### config.mk
export PLATFORM = sky130hd
export DESIGN_NAME = mgt_01_wb_arbiter
export DESIGN_NICKNAME = d
export VERILOG_FILES = /design/src/rtl/mgt_01_wb_arbiter_pkg.sv /design/src/rtl/mgt_01_wb_arbiter_fifo.sv /design/src/rtl/mgt_01_wb_arbiter.sv
export SDC_FILE = /design/constraint.sdc
export NUM_CORES = 1
export LEC_CHECK = 0
export ABC_AREA = 1
export CAP_MARGIN = 5
export CORE_MARGIN = 1.5
export CORE_UTILIZATION = 40
export CTS_CLUSTER_SIZE = 40
export DETAILED_ROUTE_END_ITERATION = 8
export PLACE_DENSITY = 0.69
export REMOVE_ABC_BUFFERS = 1
export SETUP_SLACK_MARGIN = 0.5
export SYNTH_ARGS = -nofsm -noshare
export SYNTH_HDL_FRONTEND = slang
export SYNTH_SLANG_ARGS = --single-unit
### constraint.sdc
create_clock -name clk_i -period 9.43 [get_ports clk_i]
set_input_delay 0.943 -clock clk_i [delete_from_list [all_inputs] [get_ports clk_i]]
set_output_delay 0.943 -clock clk_i [all_outputs]
set_load 0.01 [all_outputs]
### src/rtl/mgt_01_wb_arbiter_pkg.sv
// Shared types for the integer writeback path.
//   i_register_e : integer register names X0..X31 (X0 is hardwired zero)
//   data_bus_t   : 32-bit result/data word
//   wb_req_t     : one pending register write {rd, data}
//   wb_state_e   : arbiter FSM state (NORMAL / FORCE)
//   wb_src_e     : which source owns the write port in a given cycle
package mgt_01_wb_arbiter_pkg;

  localparam int XLEN      = 32;
  localparam int NUM_IREGS = 32;

  typedef enum logic [4:0] {
    X0,  X1,  X2,  X3,  X4,  X5,  X6,  X7,
    X8,  X9,  X10, X11, X12, X13, X14, X15,
    X16, X17, X18, X19, X20, X21, X22, X23,
    X24, X25, X26, X27, X28, X29, X30, X31
  } i_register_e;

  typedef logic [XLEN-1:0] data_bus_t;

  typedef struct packed {
    i_register_e rd;
    data_bus_t   data;
  } wb_req_t;

  typedef enum logic {
    WB_NORMAL = 1'b0,
    WB_FORCE  = 1'b1
  } wb_state_e;

  typedef enum logic [1:0] {
    SRC_NONE   = 2'd0,
    SRC_ALU    = 2'd1,
    SRC_FIFO   = 2'd2,
    SRC_BYPASS = 2'd3
  } wb_src_e;

  // One-hot register mask for a destination register.
  function automatic logic [NUM_IREGS-1:0] reg_onehot(input i_register_e rd);
    logic [NUM_IREGS-1:0] one;
    one = {{(NUM_IREGS-1){1'b0}}, 1'b1};
    return one << rd;
  endfunction

endpackage

### src/rtl/mgt_01_wb_arbiter_fifo.sv
// Small synchronous FIFO of pending M-unit writebacks.
//   clk, rst      : clock, asynchronous active-high reset (empties the FIFO)
//   push, push_data : enqueue one wb_req_t (caller never pushes when full)
//   pop           : drop the head entry (caller never pops when empty)
//   head          : current head entry (valid when !empty)
//   full, empty   : occupancy flags from the wrap-bit pointer compare
//   entry_valid, entry_rd : per-slot occupancy and destination, for the pending mask
module mgt_01_wb_arbiter_fifo
  import mgt_01_wb_arbiter_pkg::*;
#(
  parameter int DEPTH = 2
) (
  input  logic                  clk,
  input  logic                  rst,
  input  logic                  push,
  input  wb_req_t               push_data,
  input  logic                  pop,
  output wb_req_t               head,
  output logic                  full,
  output logic                  empty,
  output logic [DEPTH-1:0]      entry_valid,
  output logic [DEPTH-1:0][4:0] entry_rd
);

  localparam int AW = $clog2(DEPTH);

  // Pointers carry one extra wrap bit so full and empty are distinguishable.
  logic [AW:0] wr_ptr_reg;
  logic [AW:0] rd_ptr_reg;
  logic [AW:0] count;
  wb_req_t     mem [DEPTH];

  always_ff @(posedge clk or posedge rst) begin
    if (rst) begin
      wr_ptr_reg <= '0;
      rd_ptr_reg <= '0;
    end else begin
      if (push) wr_ptr_reg <= wr_ptr_reg + 1'b1;
      if (pop)  rd_ptr_reg <= rd_ptr_reg + 1'b1;
    end
  end

  // Storage needs no reset: entries are only observed through the pointers.
  always_ff @(posedge clk) begin
    if (push) mem[wr_ptr_reg[AW-1:0]] <= push_data;
  end

  assign count = wr_ptr_reg - rd_ptr_reg;
  assign empty = (wr_ptr_reg == rd_ptr_reg);
  assign full  = (wr_ptr_reg[AW] != rd_ptr_reg[AW]) &&
                 (wr_ptr_reg[AW-1:0] == rd_ptr_reg[AW-1:0]);
  assign head  = mem[rd_ptr_reg[AW-1:0]];

  // A slot is live when its distance from the head (mod DEPTH) is below the count.
  for (genvar gi = 0; gi < DEPTH; gi++) begin : g_slot
    logic [AW-1:0] slot_ofs;
    assign slot_ofs        = AW'(gi) - rd_ptr_reg[AW-1:0];
    assign entry_valid[gi] = ({1'b0, slot_ofs} < count);
    assign entry_rd[gi]    = mem[gi].rd;
  end

endmodule

### src/rtl/mgt_01_wb_arbiter.sv
// Writeback arbiter: drives the single write port of the integer register file.
//   clk_i, rst_i          : clock, asynchronous active-high reset
//   alu_valid_i/rd/data   : fixed-latency ALU result (highest normal priority)
//   alu_stall_o           : ALU result not taken this cycle (only in FORCE)
//   mu_valid_i/rd/data    : M-unit result, transferred when valid && mu_ready_o
//   mu_ready_o            : FIFO not full (registered state only)
//   we_o/w_iaddr_o/wr_idata_o : registered register-file write port
//   pend_mask_o           : bit r set while a buffered M-unit result targets r
// Losing M-unit results are buffered; after MAX_WAIT consecutive denials of a
// non-empty FIFO the head is forced through for one cycle while the ALU stalls.
module mgt_01_wb_arbiter
  import mgt_01_wb_arbiter_pkg::*;
#(
  parameter int FIFO_DEPTH = 2,
  parameter int MAX_WAIT   = 4
) (
  input  logic        clk_i,
  input  logic        rst_i,
  input  logic        alu_valid_i,
  input  logic [4:0]  alu_rd_i,
  input  logic [31:0] alu_data_i,
  output logic        alu_stall_o,
  input  logic        mu_valid_i,
  output logic        mu_ready_o,
  input  logic [4:0]  mu_rd_i,
  input  logic [31:0] mu_data_i,
  output logic        we_o,
  output logic [4:0]  w_iaddr_o,
  output logic [31:0] wr_idata_o,
  output logic [31:0] pend_mask_o
);

  localparam int WCW = (MAX_WAIT > 1) ? $clog2(MAX_WAIT) : 1;

  wb_state_e   state_reg, state_next;
  logic [WCW-1:0] wait_cnt_reg, wait_cnt_next;

  wb_src_e     grant_src;
  wb_req_t     sel_req;
  wb_req_t     mu_req;
  wb_req_t     fifo_head;
  logic        fifo_full, fifo_empty, fifo_push, fifo_pop;
  logic        denied;
  logic [FIFO_DEPTH-1:0]      entry_valid;
  logic [FIFO_DEPTH-1:0][4:0] entry_rd;

  logic        we_reg;
  i_register_e waddr_reg;
  data_bus_t   wdata_reg;

  assign mu_req.rd   = i_register_e'(mu_rd_i);
  assign mu_req.data = mu_data_i;

  // ---------------- FSM: state register ----------------
  always_ff @(posedge clk_i or posedge rst_i) begin
    if (rst_i) begin
      state_reg    <= WB_NORMAL;
      wait_cnt_reg <= '0;
    end else begin
      state_reg    <= state_next;
      wait_cnt_reg <= wait_cnt_next;
    end
  end

  // A denial is a NORMAL cycle where the ALU beats a waiting FIFO head.
  assign denied = (state_reg == WB_NORMAL) && alu_valid_i && !fifo_empty;

  // ---------------- FSM: next state ----------------
  always_comb begin
    state_next    = state_reg;
    wait_cnt_next = wait_cnt_reg;
    case (state_reg)
      WB_NORMAL: begin
        if (denied) begin
          if (wait_cnt_reg == WCW'(MAX_WAIT - 1)) begin
            state_next    = WB_FORCE;
            wait_cnt_next = '0;
          end else begin
            wait_cnt_next = wait_cnt_reg + 1'b1;
          end
        end else begin
          wait_cnt_next = '0;
        end
      end
      WB_FORCE: begin
        state_next    = WB_NORMAL;
        wait_cnt_next = '0;
      end
      default: begin
        state_next    = WB_NORMAL;
        wait_cnt_next = '0;
      end
    endcase
  end

  // ---------------- FSM: outputs / grant ----------------
  always_comb begin
    grant_src = SRC_NONE;
    if (state_reg == WB_FORCE)  grant_src = SRC_FIFO;
    else if (alu_valid_i)       grant_src = SRC_ALU;
    else if (!fifo_empty)       grant_src = SRC_FIFO;
    else if (mu_valid_i)        grant_src = SRC_BYPASS;
  end

  assign alu_stall_o = (state_reg == WB_FORCE);
  assign mu_ready_o  = !fifo_full;

  always_comb begin
    sel_req = fifo_head;
    case (grant_src)
      SRC_ALU: begin
        sel_req.rd   = i_register_e'(alu_rd_i);
        sel_req.data = alu_data_i;
      end
      SRC_BYPASS: sel_req = mu_req;
      default:    sel_req = fifo_head;
    endcase
  end

  // A bypassed M-unit result goes straight to the port and is never buffered.
  assign fifo_pop  = (grant_src == SRC_FIFO);
  assign fifo_push = mu_valid_i && !fifo_full && (grant_src != SRC_BYPASS);

  mgt_01_wb_arbiter_fifo #(
    .DEPTH (FIFO_DEPTH)
  ) u_fifo (
    .clk         (clk_i),
    .rst         (rst_i),
    .push        (fifo_push),
    .push_data   (mu_req),
    .pop         (fifo_pop),
    .head        (fifo_head),
    .full        (fifo_full),
    .empty       (fifo_empty),
    .entry_valid (entry_valid),
    .entry_rd    (entry_rd)
  );

  // ---------------- output registers ----------------
  // Writes to X0 consume the grant but never raise the enable.
  always_ff @(posedge clk_i or posedge rst_i) begin
    if (rst_i) begin
      we_reg    <= 1'b0;
      waddr_reg <= X0;
      wdata_reg <= '0;
    end else begin
      we_reg <= (grant_src != SRC_NONE) && (sel_req.rd != X0);
      if (grant_src != SRC_NONE) begin
        waddr_reg <= sel_req.rd;
        wdata_reg <= sel_req.data;
      end
    end
  end

  assign we_o       = we_reg;
  assign w_iaddr_o  = waddr_reg;
  assign wr_idata_o = wdata_reg;

  // ---------------- pending-register mask ----------------
  logic [FIFO_DEPTH-1:0][NUM_IREGS-1:0] entry_mask;

  for (genvar gi = 0; gi < FIFO_DEPTH; gi++) begin : g_pend
    assign entry_mask[gi] = entry_valid[gi] ?
                            reg_onehot(i_register_e'(entry_rd[gi])) : '0;
  end

  always_comb begin
    pend_mask_o = '0;
    for (int e = 0; e < FIFO_DEPTH; e++) begin
      pend_mask_o = pend_mask_o | entry_mask[e];
    end
    pend_mask_o[0] = 1'b0;
  end

endmodule

Word level (Yosys, flattened, before mapping)
Memories as Yosys holds them, arrays and structs flattened.
Cells that the tools add are included.

word-level totals
  register bits = 45
  bits in writable memories = 74
  bits of input ports = 78
  output and inout bits = 72
  word-level logic and storage cells = 53
  memories = 1

memory list
  name        words  width  rd ports  clocked after memory_dff  write ports  line                          text
  u_fifo.mem  2      37     3         0                         1            mgt_01_wb_arbiter_fifo.sv:31  wb_req_t mem [DEPTH];

cells by class
  add/sub/neg operators = 6
  order comparisons = 2
  equal/unequal tests = 8
  shifts and indexed selects = 2
  multiplexer cells = 15
  bitwise operators = 2
  reduce and logical (&&, ||, !) cells = 10

operator list
  operator                number
  $pmux W37 S2            1
  $mux W32                2
  $shl A1 B5 Y32 const A  2
  $or A32 B32 Y32         1
  $mux W2                 6
  $add A2 B1 Y2 const B   3
  $eq A2 B2 Y1 const B    3
  $logic_and A1 B1 Y1     6
  $reduce_bool A5 Y1      1
  $lt A1 B2 Y1            2
  $mux W1                 4
  $pmux W2 S2             1
  $eq A2 B1 Y1 const B    1
  $eq A2 B2 Y1            1
  $logic_not A1 Y1        2
  $ne A2 B2 Y1 const B    1
  $pmux W1 S2             1
  $reduce_bool A2 Y1      1
  $sub A1 B1 Y1 const A   2
  $sub A2 B2 Y2           1
  $eq A1 B1 Y1            1
  $ne A1 B1 Y1            1
  $not A1 Y1              1

Logic depth before layout (Yosys ltp)
  depth after elaboration = 8
  mapped depth = 12
  gate-level depth less buffers = 11

By module
Synthesis repeated with hierarchy kept, for this count alone.

unflattened totals
  cells, all modules = 625
  area, all modules = 5808.1 um^2

by module, submodules not included
  module                  instances  cells each  area an instance (um^2)
  mgt_01_wb_arbiter_fifo  1          238         3044.2
  mgt_01_wb_arbiter       1          387         2763.9

Least setup slack after synthesis
OpenSTA, ideal clock, no wires.

  kind = input to register
  start point = in mu_valid_i
  end point = mem u_fifo.mem[1][0] (netlist bit), enable pin
  setup time = 0.434 ns
  data arrival time = 3.073 ns
  data required time = 8.996 ns
  path slack = 5.923 ns
  stages = 5
  path buffers = 0
  cells stage by stage = inv_1 > nor2_1 > nand4_1 > nand3_1 > nor2_1

on the way
  longest elaborated chain between the ends = 8
  elaborated cells between the ends (all ways) = 9
  classes of those cells = eq/ne (1); mux (6); reduce/logical (2)

ends and longest elaborated chain
  what                             line                          text
  start: declaration               mgt_01_wb_arbiter.sv:23       input logic mu_valid_i,
  $mux W2                          mgt_01_wb_arbiter.sv:102      else if (mu_valid_i) grant_src = SRC_BYPASS;
  $mux W2                          mgt_01_wb_arbiter.sv:101      else if (!fifo_empty) grant_src = SRC_FIFO;
  $mux W2                          mgt_01_wb_arbiter.sv:100      else if (alu_valid_i) grant_src = SRC_ALU;
  $mux W2                          mgt_01_wb_arbiter.sv:99       if (state_reg == WB_FORCE) grant_src = SRC_FIFO;
  $ne A2 B2 Y1                     mgt_01_wb_arbiter.sv:122      assign fifo_push = mu_valid_i && !fifo_full && (grant_src != SRC_BYPASS);
  $logic_and A1 B1 Y1 *            mgt_01_wb_arbiter.sv:122
  $mux W1 *                        mgt_01_wb_arbiter_fifo.sv:45  if (push) mem[wr_ptr_reg[AW-1:0]] <= push_data;
  $mux W1 (implied by the code) *  mgt_01_wb_arbiter_fifo.sv:45
  end: declaration                 mgt_01_wb_arbiter_fifo.sv:31

Mark *: on every way between the ends. The rest lies on a longest branch, timed or not.

Worst setup path after layout
  start point = reg u_fifo.rd_ptr_reg[0]
  end point = out pend_mask_o[18]

on the way
  longest elaborated chain between the ends = 4
  elaborated cells between the ends (all ways) = 8
  classes of those cells = add/sub (3); order compare (2); mux (2); bitwise (1)

ends and longest elaborated chain
  what                                                   line                                                        text
  start: declaration                                     mgt_01_wb_arbiter_fifo.sv:29                                logic [AW:0] rd_ptr_reg;
  start signal: assignment                               mgt_01_wb_arbiter_fifo.sv:39                                if (pop) rd_ptr_reg <= rd_ptr_reg + 1'b1;
  $sub A2 B2 Y2 / $sub A1 B1 Y1 (equally long branches)  mgt_01_wb_arbiter_fifo.sv:48, mgt_01_wb_arbiter_fifo.sv:57
  $lt A1 B2 Y1                                           mgt_01_wb_arbiter_fifo.sv:58                                assign entry_valid[gi] = ({1'b0, slot_ofs} < count);
  $mux W32                                               mgt_01_wb_arbiter.sv:163                                    assign entry_mask[gi] = entry_valid[gi] ?
  $or A32 B32 Y32 *                                      mgt_01_wb_arbiter.sv:170                                    pend_mask_o = pend_mask_o | entry_mask[e];
  end: declaration                                       mgt_01_wb_arbiter.sv:30                                     output logic [31:0] pend_mask_o

Marked as above.

==> metrics.sh <==
DRV_SLEW=0
MIN_DELAY_PATH_DEPTH=1
FRACTION_OF_POWER_SPENT_SWITCHING_NETS_PCT=34.1
CTS_HOLD_BUF=0
SYNTH_TOP_AREA_SHARE_PCT=41.4
GRT_OVERFLOW_TOTAL=0
WORST_SKEW_PAIR.LATE_LATENCY_NS=0.40
LAYOUT.NETS=752
WORSTPATHMAXFANOUT=17
CRIT_TYPE='reg2out'
DRIVE_GT1_SHARE_PCT=7.32
WORST_HOLD_PATH.ENDPOINT='wait_cnt_reg[0]'
GLOBALROUTETOTALUTIL_PCT=21.4
SYNTH.FF_LATCH_COUNT=119
POWER.SHARE.CLOCK_PCT=28.2
CTS_MAX_LEVEL=4
DETAILED_PLACE_HPWL_UM=9950
DIE_AREA_UM2=14100
HOLD_WS_NS=0.446
SYNTHFLOPTYPE='sky130_fd_sc_hd__edfxtp_1'
TIMING.CRITICAL_PATH.SLOWEST_STAGE_CELL='sky130_fd_sc_hd__dfrtp_1'
MOST-COMMON-LAYOUT-CELLS='sky130_fd_sc_hd__nand2_1 (155), sky130_fd_sc_hd__clkdlybuf4s50_1 (148), sky130_fd_sc_hd__edfxtp_1 (74)'
POST-ROUTE-MIN-PERIOD_NS=4.05
TIGHTESTPINTRANSITION_NS=1.06
FIRST_GLOBAL_VIAS=4513
ROUTED_WL_UM=14700
ANTENNA_VIOLATING_NETS_POST_ROUTE=0
FINAL_HOLD_VIOL_COUNT=0
CELLPOWERDENSITY_nW_PER_UM2=316
SYNTHESIS_WARNINGS=0
DIE_W_UM=119
NUMCTSBUFFERS=17
GRT_ANTENNA_BEFORE_REPAIR=0
SLEW_HEADROOM_PCT=29.6
IO-PIN-COUNT=150
POSTSYNTH.ASYNCRESETSHARE_PCT=37.8
PIN_COUNT_OF_THE_BIGGEST_NET_ENTERING_GLOBAL_ROUTING=46
P_INT_uW=1580
CRITICAL-PATH-MAX-STAGE-DELAY_NS=0.74
WORSTREG2REGSTART='u_fifo.rd_ptr_reg[0]'
SYNTH.TOP_CELLS.BY_AREA='sky130_fd_sc_hd__edfxtp_1 (41%), sky130_fd_sc_hd__dfrtp_1 (21%), sky130_fd_sc_hd__nand2_1 (11%)'
MAX-CAP-VIOLATIONS=0
FIRST_PASS_GRT_WIRE_LENGTH_UM=23200
DR_WL_CELL_UM=17.2
CORE_UM2=13100
FINALCRITPERIODSHARE_PCT=43.0
SYNTH.YOSYS.SEQ_AREA_SHARE_PCT=62.4
RUN_STATUS='completed'
KIND_OF_END_POINT_OF_THE_CRITICAL_PATH='output pin'
REQUIRED_NS=8.49
CLOCK_TREE.ROOT_CELL='sky130_fd_sc_hd__clkbuf_16'
NUMBER_OF_SYNTHESIZED_FLOPS_WITH_AN_ENABLE_PIN=74
FINALSETUPTNS_NS=0
DIE_Y_UM=119
CRITPATHARRIVALTIME_NS=3.11
LARGEST_REG_FLOPS=74
DRT_FIRST_PASS_ITERS=5
CTS_SINKS=119
FILLCELLCOUNT=1134
GRT_SETUP_UNREPAIRED='false'
VIAS=4458
MULTIINPUTGATEAREA_UM2=1710
TIMING.FINAL.SETUP_VIOLATIONS=0
TRITONCTS='yes'
SETUP_SLACK_OF_THE_MOST_CRITICAL_REG_TO_REG_PATH_NS=6.22
PORT-BUFFER-COUNT=148
FF2FF_PATH_DEPTH=6
CRITPATHBUFINV=4
POST_CTS_RESIZE_COUNT=0
CRITICAL_PATH.STARTPOINT_TYPE='flip-flop'
SHARE_COMB_OF_TOTAL_POWER_PCT=35.3
ROUTED_VIAS_INST=5.19
SYNTHESIZED_AREA_UM2=5360
INITIAL_DRC_COUNT=341
LAYOUT-AREA-OVERHEAD-VS-SYNTH_PCT=41.5
STD_CELL_ROWS=42
CLK_PIN_SLEW_NS=0.06
POST_SYNTH.CELL_AREA_AVG_UM2=10.3
DRCVIOLATIONCOUNT=0
TIMING.RR.END='u_fifo.mem[0][1]'
FMAX_GHz=0.247
SERIES_OF_CELL_INSTANCES_ALONG_THE_CRITICAL_PATH='ha_1, inv_1, ha_1, nor2_1, nor2_1, clkinv_1, nor2_1, inv_1, o22ai_1, clkdlybuf4s50_1'
INITIAL_UTILIZATION_PCT=40.8
LAYOUT_COMMONEST_CELL='sky130_fd_sc_hd__nand2_1'
MIN_PATH_TYPE='reg2reg'
PLACE.GP.CONGESTION=0.926
POST_SYNTH_NUM_CELL_TYPES=31
HOLD_PATH.STARTPOINT='wait_cnt_reg[0]'
WORST_CLOCK_SKEW_NS=0.00922
SEQ_POWER_SHARE_PCT=36.5
CRITPATHTOPFAMILY='buffers and inverters'
P_SW_uW=819
SYNTHESIZED_INSTANCE_COUNT=522
CTS_POST_SETUP_BUFFERS_INSERTED=0
YOSYSTOPAREACELL='sky130_fd_sc_hd__edfxtp_1'
ANTENNA-DIODE-COUNT=0
SEQUENTIAL_CELL_AREA_UM2=3350
CELLLEAKAGEPOWER_uW=0.00291
WORST_PATH_MOST_REPEATED_CELL='sky130_fd_sc_hd__nor2_1'
CLK_PATH_BUF_DEPTH=2
VDD.IR_DROP.WORST_mV=0.167
[Yosys cell counts, types with 4 or more instances]
| cell type | instances |
|---|---|
| sky130_fd_sc_hd__nand2_1 | 155 |
| sky130_fd_sc_hd__edfxtp_1 | 74 |
| sky130_fd_sc_hd__inv_1 | 46 |
| sky130_fd_sc_hd__dfrtp_1 | 45 |
| sky130_fd_sc_hd__o22ai_1 | 31 |
| sky130_fd_sc_hd__nor2_1 | 27 |
| sky130_fd_sc_hd__a22oi_1 | 25 |
| sky130_fd_sc_hd__nand4_1 | 23 |
| sky130_fd_sc_hd__nor3_1 | 17 |
| sky130_fd_sc_hd__nand3_1 | 13 |
| sky130_fd_sc_hd__a21oi_1 | 7 |
| sky130_fd_sc_hd__buf_2 | 7 |
| sky130_fd_sc_hd__o21ai_0 | 7 |
| sky130_fd_sc_hd__buf_4 | 5 |
| sky130_fd_sc_hd__o21ai_2 | 5 |
| sky130_fd_sc_hd__buf_6 | 4 |
| sky130_fd_sc_hd__clkbuf_1 | 4 |
| sky130_fd_sc_hd__ha_1 | 4 |
| sky130_fd_sc_hd__xor2_1 | 4 |
[worst max-delay path by stage]
stage,depth (start not counted),startpoint,slack (ns),to
final,10,u_fifo.rd_ptr_reg[0],5.38,pend_mask_o[18]
after global routing,10,u_fifo.rd_ptr_reg[0],5.03,pend_mask_o[17]
after CTS,10,u_fifo.rd_ptr_reg[0],5.37,pend_mask_o[17]
after detailed placement,10,u_fifo.rd_ptr_reg[0],5.81,pend_mask_o[17]
after global placement,10,u_fifo.rd_ptr_reg[0],5.89,pend_mask_o[19]
after floorplan,5,u_fifo.rd_ptr_reg[0],5.62,u_fifo.mem[1][0]
[power groups by stage]
stage,clock (uW),sequential (uW),combinational (uW)
3_5_place_dp,0,879,852
5_1_grt,712,896,928
2_1_floorplan,0,901,402
3_3_place_gp,0,879,835
4_1_cts,686,876,855
6_report,676,876,848
[layout make-up]
cell class | count | area share [%]
well taps | 176 | 2.90
clock buffers | 23 | 6.30
flip-flops and latches | 119 | 44.1
multi-input cells | 331 | 22.5
repair buffers | 150 | 19.7
clock inverters | 9 | 1.95
inverters | 51 | 2.52
[metrics by stage]
| step | total power [uW] | worst slack [ns] | area [um^2] | utilization [%] | cells |
|---|---|---|---|---|---|
| after floorplan | 1300 | 5.62 | 5230 | - | 501 |
| after global placement | 1710 | 5.89 | 6960 | 53.0 | 827 |
| after detailed placement | 1730 | 5.81 | 6960 | 53.0 | 827 |
| after CTS | 2420 | 5.37 | 7590 | 57.8 | 859 |
| after global routing | 2540 | 5.03 | 7590 | 57.8 | 859 |
| final | 2400 | 5.38 | 7590 | 57.8 | 859 |
[logic make-up (layout without fill, tap and decap cells)]
group                      after synthesis  in the layout  synth area share [%]
and+or+nand+nor                        242            242                  19.9
DFF                                    119            119                  62.4
AOI/OAI and AO/OA                       80             80                  9.92
buffers and inverters                   72            233                  6.14
adders and majority gates                4              4                 0.933
xor gates and xnor gates                 4              4                 0.653
other                                    1              1                0.0699
[per-layer routing]
metal | track usage (%) | up-vias | share of wire (%)
li1 | - | 2112 | -
met1 | 26.8 | 2121 | 42
met2 | 34.8 | 204 | 48
met3 | 6.61 | 21 | 8.4
met4 | 8.06 | 0 | 2.0
met5 | 0 | - | 0
Note: power is estimated with default switching activity, not from simulation.
